**config.mk**
```make
export PLATFORM = sky130hd
export DESIGN_NAME = gfx_wbm_readwrite_flat
export DESIGN_NICKNAME = d
export VERILOG_FILES = /design/src/rtl/gfx_wbm_readwrite_if.sv /design/src/rtl/gfx_wbm_readwrite.sv /design/src/flat_wrapper.sv
export SDC_FILE = /design/constraint.sdc
export NUM_CORES = 1
export LEC_CHECK = 0
export BUFFER_PORTS_ARGS = -buffer_cell sky130_fd_sc_hd__buf_4
export CORE_AREA = 2 2 451 453
export CTS_CLUSTER_DIAMETER = 60
export CTS_CLUSTER_SIZE = 28
export DETAILED_ROUTE_END_ITERATION = 10
export DIE_AREA = 0 0 453 455
export GPL_TIMING_DRIVEN = 0
export PLACE_DENSITY = 0.3
export SETUP_SLACK_MARGIN = 0.1
export SLEW_MARGIN = 20
export SYNTH_ARGS = -nofsm -noshare
export SYNTH_HDL_FRONTEND = slang
export SYNTH_SLANG_ARGS = --single-unit
```
**constraint.sdc**
```tcl
create_clock -name clk_i -period 4.67 [get_ports clk_i]
set_input_delay 0.2335 -clock clk_i [delete_from_list [all_inputs] [get_ports clk_i]]
set_output_delay 0.2335 -clock clk_i [all_outputs]
set_load 0.005 [all_outputs]
```
**src/rtl/gfx_wbm_readwrite_if.sv**
```systemverilog
// Request/acknowledge port from the read/write arbiter plus the Wishbone master bus
// of the GFX shared-memory engine; master = engine side, slave = arbiter/memory side.
interface gfx_wbm_readwrite_if #(
  parameter int unsigned MDW = 256
);
  logic             read_request_i;
  logic             write_request_i;
  logic [31:0]      addr_i;
  logic             we_i;
  logic [MDW/8-1:0] sel_i;
  logic [MDW-1:0]   dat_i;
  logic [MDW-1:0]   dat_o;
  logic             ack_o;
  logic             err_o;
  logic             busy_o;
  logic             wbm_cyc_o;
  logic             wbm_stb_o;
  logic             wbm_we_o;
  logic [31:0]      wbm_adr_o;
  logic [MDW/8-1:0] wbm_sel_o;
  logic [MDW-1:0]   wbm_dat_o;
  logic [MDW-1:0]   wbm_dat_i;
  logic             wbm_ack_i;
  logic             wbm_err_i;

  modport master (
    input  read_request_i, write_request_i, addr_i, we_i, sel_i, dat_i,
    output dat_o, ack_o, err_o, busy_o,
    output wbm_cyc_o, wbm_stb_o, wbm_we_o, wbm_adr_o, wbm_sel_o, wbm_dat_o,
    input  wbm_dat_i, wbm_ack_i, wbm_err_i
  );

  modport slave (
    output read_request_i, write_request_i, addr_i, we_i, sel_i, dat_i,
    input  dat_o, ack_o, err_o, busy_o,
    input  wbm_cyc_o, wbm_stb_o, wbm_we_o, wbm_adr_o, wbm_sel_o, wbm_dat_o,
    output wbm_dat_i, wbm_ack_i, wbm_err_i
  );
endinterface

```
**src/rtl/gfx_wbm_readwrite.sv**
```systemverilog
// Single-transaction Wishbone classic master: one read or write per request, with
// slave errors and bus hangs turned into an acknowledge plus an error pulse.
module gfx_wbm_readwrite #(
  parameter int unsigned MDW     = 256,
  parameter int unsigned TIMEOUT = 1024
) (
  input logic                 clk_i,
  input logic                 rst_ni,
  gfx_wbm_readwrite_if.master bus
);

  localparam logic [31:0] ADR_MASK = ~(32'(MDW / 8) - 32'd1);
  localparam bit          TO_EN    = (TIMEOUT != 0);
  localparam logic [15:0] TO_LAST  = 16'((TIMEOUT == 0) ? 0 : TIMEOUT - 1);

  typedef enum logic [1:0] {IDLE, BUS, DONE} state_t;

  state_t      state;
  logic [15:0] cnt;
  logic        unused_we;

  // Direction comes from which request line is raised; the arbiter's we is advisory.
  assign unused_we = bus.we_i;

  always_ff @(posedge clk_i or negedge rst_ni) begin
    if (!rst_ni) begin
      state         <= IDLE;
      cnt           <= '0;
      bus.wbm_cyc_o <= 1'b0;
      bus.wbm_stb_o <= 1'b0;
      bus.wbm_we_o  <= 1'b0;
      bus.wbm_adr_o <= '0;
      bus.wbm_sel_o <= '0;
      bus.wbm_dat_o <= '0;
      bus.dat_o     <= '0;
      bus.ack_o     <= 1'b0;
      bus.err_o     <= 1'b0;
      bus.busy_o    <= 1'b0;
    end else begin
      case (state)
        IDLE: begin
          bus.ack_o <= 1'b0;
          bus.err_o <= 1'b0;
          if (bus.read_request_i || bus.write_request_i) begin
            state         <= BUS;
            cnt           <= '0;
            bus.busy_o    <= 1'b1;
            bus.wbm_cyc_o <= 1'b1;
            bus.wbm_stb_o <= 1'b1;
            bus.wbm_we_o  <= bus.write_request_i;
            bus.wbm_adr_o <= bus.addr_i & ADR_MASK;
            bus.wbm_sel_o <= bus.sel_i;
            bus.wbm_dat_o <= bus.dat_i;
          end
        end
        BUS: begin
          if (bus.wbm_err_i || bus.wbm_ack_i || (TO_EN && cnt == TO_LAST)) begin
            state         <= DONE;
            bus.wbm_cyc_o <= 1'b0;
            bus.wbm_stb_o <= 1'b0;
            bus.ack_o     <= 1'b1;
            // err wins over ack; neither present means the timeout expired
            bus.err_o     <= bus.wbm_err_i || !bus.wbm_ack_i;
            if (!bus.wbm_we_o && bus.wbm_ack_i && !bus.wbm_err_i)
              bus.dat_o <= bus.wbm_dat_i;
          end else begin
            cnt <= cnt + 16'd1;
          end
        end
        DONE: begin
          state      <= IDLE;
          bus.ack_o  <= 1'b0;
          bus.err_o  <= 1'b0;
          bus.busy_o <= 1'b0;
        end
        default: state <= IDLE;
      endcase
    end
  end

endmodule

```
**src/flat_wrapper.sv**
```systemverilog
// flat-port wrapper written by rule: the top's interface ports become plain ports
module gfx_wbm_readwrite_flat 
#(
  parameter int unsigned MDW     = 256,
  parameter int unsigned TIMEOUT = 1024
)
  (clk_i, rst_ni, bus_read_request_i, bus_write_request_i, bus_addr_i, bus_we_i, bus_sel_i, bus_dat_i, bus_dat_o, bus_ack_o, bus_err_o, bus_busy_o, bus_wbm_cyc_o, bus_wbm_stb_o, bus_wbm_we_o, bus_wbm_adr_o, bus_wbm_sel_o, bus_wbm_dat_o, bus_wbm_dat_i, bus_wbm_ack_i, bus_wbm_err_i);
  gfx_wbm_readwrite_if #(.MDW(MDW)) bus_i ();
  input logic clk_i;
  input logic rst_ni;
  input wire logic [$bits(bus_i.read_request_i)-1:0] bus_read_request_i;
  input wire logic [$bits(bus_i.write_request_i)-1:0] bus_write_request_i;
  input wire logic [$bits(bus_i.addr_i)-1:0] bus_addr_i;
  input wire logic [$bits(bus_i.we_i)-1:0] bus_we_i;
  input wire logic [$bits(bus_i.sel_i)-1:0] bus_sel_i;
  input wire logic [$bits(bus_i.dat_i)-1:0] bus_dat_i;
  output wire logic [$bits(bus_i.dat_o)-1:0] bus_dat_o;
  output wire logic [$bits(bus_i.ack_o)-1:0] bus_ack_o;
  output wire logic [$bits(bus_i.err_o)-1:0] bus_err_o;
  output wire logic [$bits(bus_i.busy_o)-1:0] bus_busy_o;
  output wire logic [$bits(bus_i.wbm_cyc_o)-1:0] bus_wbm_cyc_o;
  output wire logic [$bits(bus_i.wbm_stb_o)-1:0] bus_wbm_stb_o;
  output wire logic [$bits(bus_i.wbm_we_o)-1:0] bus_wbm_we_o;
  output wire logic [$bits(bus_i.wbm_adr_o)-1:0] bus_wbm_adr_o;
  output wire logic [$bits(bus_i.wbm_sel_o)-1:0] bus_wbm_sel_o;
  output wire logic [$bits(bus_i.wbm_dat_o)-1:0] bus_wbm_dat_o;
  input wire logic [$bits(bus_i.wbm_dat_i)-1:0] bus_wbm_dat_i;
  input wire logic [$bits(bus_i.wbm_ack_i)-1:0] bus_wbm_ack_i;
  input wire logic [$bits(bus_i.wbm_err_i)-1:0] bus_wbm_err_i;
  assign bus_i.read_request_i = bus_read_request_i;
  assign bus_i.write_request_i = bus_write_request_i;
  assign bus_i.addr_i = bus_addr_i;
  assign bus_i.we_i = bus_we_i;
  assign bus_i.sel_i = bus_sel_i;
  assign bus_i.dat_i = bus_dat_i;
  assign bus_dat_o = bus_i.dat_o;
  assign bus_ack_o = bus_i.ack_o;
  assign bus_err_o = bus_i.err_o;
  assign bus_busy_o = bus_i.busy_o;
  assign bus_wbm_cyc_o = bus_i.wbm_cyc_o;
  assign bus_wbm_stb_o = bus_i.wbm_stb_o;
  assign bus_wbm_we_o = bus_i.wbm_we_o;
  assign bus_wbm_adr_o = bus_i.wbm_adr_o;
  assign bus_wbm_sel_o = bus_i.wbm_sel_o;
  assign bus_wbm_dat_o = bus_i.wbm_dat_o;
  assign bus_i.wbm_dat_i = bus_wbm_dat_i;
  assign bus_i.wbm_ack_i = bus_wbm_ack_i;
  assign bus_i.wbm_err_i = bus_wbm_err_i;
  gfx_wbm_readwrite #(.MDW(MDW), .TIMEOUT(TIMEOUT)) u_core (.clk_i(clk_i), .rst_ni(rst_ni), .bus(bus_i));
endmodule
```
# Word-level counts from Yosys, hierarchy flattened
# Cells that the tools add are included.
classes:
  n_addsub: 1
  n_bitwise: 0
  n_div: 0
  n_mul: 0
  n_lt_le_gt_ge: 0
  reduce_logical: 21
  eq_ne: 6
  shift: 0
  n_mux: 14
ops:
  columns: ["cell", "count"]
  rows:
  - ["$mux 16", 2]
  - ["$pmux 16 s2", 1]
  - ["$add 16x1->16 const B", 1]
  - ["$eq 16x10->1 const B", 1]
  - ["$reduce_and 3->1", 3]
  - ["$pmux 1 s2", 4]
  - ["$reduce_and 2->1", 4]
  - ["$reduce_bool 2->1", 3]
  - ["$logic_or 1x1->1", 4]
  - ["$mux 1", 4]
  - ["$mux 2", 2]
  - ["$ne 2x1->1 const B", 2]
  - ["$pmux 2 s2", 1]
  - ["$logic_not 1->1", 3]
  - ["$eq 2x1->1 const B", 1]
  - ["$eq 2x2->1 const B", 1]
  - ["$logic_and 1x1->1", 2]
  - ["$logic_not 2->1", 1]
  - ["$ne 2x2->1 const B", 1]
  - ["$reduce_or 2->1", 1]
word_totals:
  out_inout_bits: 582
  latchBits: 0
  ram_bits: 0
  mem_bits_ro: 0
  n_memories: 0
  wordCells: 53
  inputBits: 583
  reg_bits: 594

# Longest topological paths before layout
depth:
  ltp_word: 4
  mapped_depth: 7
  depth_no_buf: 7

# Worst setup path after synthesis
# Ideal clock, no wire load.
synth_timing:
  path_kind: "register to register"
  start: "register u_core.cnt[10]"
  end: "register u_core.cnt[14]"
  n_path_buf: 1
  arrival_ps: 1920
  setup_time_ps: 118
  period_less_slack_ps: 2038
  required_ps: 4552
  slack_ps: 2632
  path_stages_with_launch: 7
  cell_sequence: "dfrtp_1 > or4_1 > or4_4 > nand3_1 > buf_6 > o21ai_0 > a21o_1"
synth_between:
  elab_chain_cells: 4
  word_cells_on_any_way: 7
  cone_classes: "add/sub: 1; eq/ne: 2; mux: 2; reduce/logical: 2"
synth_rtl:
  columns: ["item", "line_no", "source"]
  rows:
  - ["start: declaration", "gfx_wbm_readwrite.sv:19", "logic [15:0] cnt;"]
  - ["start signal: assignment", "gfx_wbm_readwrite.sv:67", "cnt <= cnt + 16'd1;"]
  - ["parallel branches: the longest is 4 deep, another holds $add 16x1->16", null, null]
# Parallel ways; which one is timed is not known. The select of a mux whose other input is x is not followed.
# A chain may end at the register's enable or synchronous reset.

# Final worst setup path
layout_timing:
  start: "register u_core.state[0]"
  end: "register u_core.bus.wbm_sel_o[9]"
layout_between:
  elab_chain_cells: 2
layout_rtl:
  columns: ["item", "line_no", "source"]
  rows:
  - ["start: declaration", "gfx_wbm_readwrite.sv:18", "state_t state;"]
  - ["start signal: assignment", "gfx_wbm_readwrite.sv:27", "state <= IDLE;"]
  - ["start signal: assignment", "gfx_wbm_readwrite.sv:45", "state <= BUS;"]
  - ["start signal: assignment", "gfx_wbm_readwrite.sv:58", "state <= DONE;"]
  - ["$logic_not 2->1", "gfx_wbm_readwrite.sv:40", "case (state)"]
  - ["$reduce_and 2->1 (no line)", null, null]
  - ["end signal: assignment", "gfx_wbm_readwrite.sv:52", "bus.wbm_sel_o <= bus.sel_i;"]
  - ["end: declaration", "gfx_wbm_readwrite_if.sv:29", "output wbm_cyc_o, wbm_stb_o, wbm_we_o, wbm_adr_o, wbm_sel_o, wbm_dat_o,"]
# No other way between the ends.

==> run summary <==
initial antenna violation count - 28
Vias - 21.3k
Setup CP Type - reg -> reg
most frequent cells in the layout - buf_4, nand2_1, dfrtp_1
max-cap viol count - 0
register area share after synthesis - 66.5%
pre-CTS setup slack - 1220 ps
Final min period - 3160 ps
Synth Area in XOR/XNOR - 0%
Crit-path slowest cell - clkbuf_1
Worst setup EP type - flop
Placeable Area - 201000 sq um
fillers - 22.1k
Starting DRT DRC Count - 971
Die Area - 206000 sq um
CP required - 5330 ps
row count - 165
IO Port Bufs - 1153
Seq pwr share - 33.0%
clk slew on worst S/H paths - 70 ps
Avg Cell Area, Syn - 11.1 sq um
unrepaired setup endpoints after global routing - no
Sink Count - 594
DRT Wirelength - 132000 um
Most common cell on crit path - clkbuf_1
multi-input logic area - 7030 sq um
largest net degree at the start of global routing - 81
final setup skew - 27.2 ps
hold slack - 227 ps
Antenna Nets Post-Route - 0
H-Tree Depth - 3
first-pass GRT wire length - 179000 um
clock root cell - clkbuf_16
number of vias per cell - 3.23
WP data arrival - 3830 ps
combinational share of power - 39.2%
Final Wtd Congestion - 0.831
# IOs - 1165
cts hold-fix bufs - 579
Final nets - 4436
Worst Max-Slew Pin Slew - 1170 ps
PwrDens - 630 nW/um^2
Switching Fraction - 36.5%
final hold viol count - 0
CTS tree - yes
FF/Latch Area - 14900 sq um
GRT Util Overall - 12.3%
Die Span Y - 455 um
initial core utilization - 11.1%
Synth Instances - 2010
Routed WL per cell - 20.0 um
area delta synth->final - 96.3%
Synth Area in Compound Gates - 1.14%
clock group share of total power - 27.8%
Post-CTS Setup Bufs - 0
CTS Buf Count - 94
CP Cell Sequence - nor2_1 > o21a_1 > clkbuf_1 > clkbuf_1 > clkbuf_1 > nand2_1 > nand2_1
Netlist Area Pre-Place - 22400 sq um
PostCTS Resize Cnt - 0
post-synthesis mux area share - 12.9%
HPWL Detailed - 106000 um
synth warn - 0
CP top delay family - buffers and inverters
Yosys reg bits - 594
status - finished, final reports clean
final slew viol count - 0
number of global-route vias before repair - 22.6k
Worst Path Max Fanout - 10
slack of the critical path - 1510 ps
max frequency - 0.316 GHz
P_int - 17.5 mW
crit share post-route - 67.8%
Synth Area in Adders - 0.0559%
main combinational cell family by area after synthesis - simple AND/OR/NAND/NOR gates
grt ovf - 0
Netlist cell types - 37
DRC violation count after routing - 0
worst vdd ir - 0.256 mV
slowest stage delay, CP - 630 ps
Clock Path Buffers - 3
leakage - 21.4 nW
worst min path class - in -> reg
WP buf/inv - 3
DRT Pass-1 Iters - 5
clock latency at the later pin of the worst-skew pair - 730 ps
Synth Area in Simple Gates - 17.2%
crit path launch type - flop
share of layout cells above drive strength 1 - 41.6%
switching pwr - 10.1 mW
width of the die - 453 um
max_slew headroom - 21.1%
Final Setup Violations - 0
most common cell after layout, fill and taps aside - buf_4
## worst paths after layout
path	startpoint	endpoint	slack, ps	cells past startpoint
worst max-delay path	u_core.state[0]	u_core.bus.wbm_sel_o[9]	1510	7
worst min-delay path	bus_dat_i[114]	u_core.bus.wbm_dat_o[114]	230	4
worst max register to register	u_core.state[0]	u_core.bus.wbm_sel_o[9]	1510	7
worst min register to register	u_core.bus.wbm_adr_o[18]	u_core.bus.wbm_adr_o[18]	470	2
max in group asynchronous	rst_ni	u_core.bus.wbm_dat_o[187]	2660	6
min in group asynchronous	rst_ni	u_core.bus.wbm_dat_o[228]	510	3
## sequential cells by signal, indices dropped and copies added (netlist names)
register	cells
u_core.bus.dat_o	256
u_core.bus.wbm_dat_o	256
u_core.bus.wbm_sel_o	32
u_core.bus.wbm_adr_o	27
u_core.cnt	16
u_core.state	2
u_core.bus.ack_o	1
u_core.bus.busy_o	1
u_core.bus.err_o	1
u_core.bus.wbm_cyc_o	1
u_core.bus.wbm_we_o	1
## Yosys cell counts
master	number	area, sq um
conb_1	1	3.75
nor3b_1	2	15.0
a31oi_4	1	21.3
mux2i_1	1	10.0
or4_1	1	7.51
and2_1	2	12.5
o21ai_1	2	10.0
a21oi_2	1	8.76
ha_1	1	12.5
a21o_1	4	30.0
o31ai_1	3	22.5
a31oi_1	1	6.26
mux2_2	256	2880
nand4_1	4	25.0
buf_2	24	120
nor2b_1	2	12.5
inv_2	1	3.75
clkbuf_1	70	263
and3_1	3	18.8
a41oi_2	1	16.3
o21ai_0	17	85.1
nand2_1	964	3620
buf_4	6	45.0
dfrtp_1	594	14900
nand3_1	6	30.0
o41ai_1	1	8.76
nor4_1	4	25.0
nor2_1	13	48.8
inv_1	3	11.3
or4bb_1	1	11.3
buf_1	7	26.3
o21a_1	1	7.51
a21oi_1	6	30.0
or4_4	1	11.3
a22o_1	1	8.76
buf_6	2	22.5
or3_1	2	12.5
## per-layer routing
layer  vias up  share of wire [%]  GRT usage [%]
li1      10100                  -              -
met1     10300                 38           13.7
met2       683                 51           21.7
met3       204                6.8           3.67
met4         8                3.7           5.30
met5         -              0.029              0
## power groups by stage
stage                     Combinational (mW)  Sequential (mW)  Clock [mW]
after floorplan                         3.34             9.10           0
after global placement                  10.8             9.14           0
after detailed placement                10.8             9.18           0
after CTS                               11.3             9.13        8.05
after global routing                    11.9             9.44        8.26
final                                   10.8             9.12        7.70
## cell type report
cell class | count | area share [%]
clock buffer | 115 | 5.95
timing repair buffer | 1742 | 33.5
tap | 2672 | 7.61
sequential | 594 | 33.9
multi-input combinational | 1307 | 16.0
clock inverter | 61 | 1.89
buffer | 109 | 1.10
inverter | 4 | 0.0342
antenna | 7 | 0.0399
## logic make-up (layout without fill, tap and decap cells)
group / count (synthesis) / after routing
buffers and inverters: 113 / 2031
flip-flops: 594 / 594
AO/OA/AOI/OAI: 39 / 39
adder cells (fa/ha/maj): 1 / 1
AND/OR/NAND/NOR: 1005 / 1005
multiplexers: 257 / 257
other: 1 / 12
## per-stage QoR
step	area, sq um	power, mW	setup TNS, ps	instances	utilization, %
floorplan	22400	12.4	0	2014	-
global placement	34400	19.9	-2899130	5839	17.1
detailed placement	34600	20.0	0	5849	17.2
CTS	43900	28.5	0	6604	21.8
global route	43900	29.6	0	6610	21.8
finish	43900	27.7	0	6611	21.8
## worst reg2reg max path, delay by kind of cell (launching register included)
| family | cells | cell delay [ps] |
|---|---|---|
| compound gates | 1 | 170 |
| buf+inv | 3 | 1770 |
| flops | 1 | 440 |
| simple gates | 3 | 730 |
No activity file was read; power rests on OpenSTA's default activity.
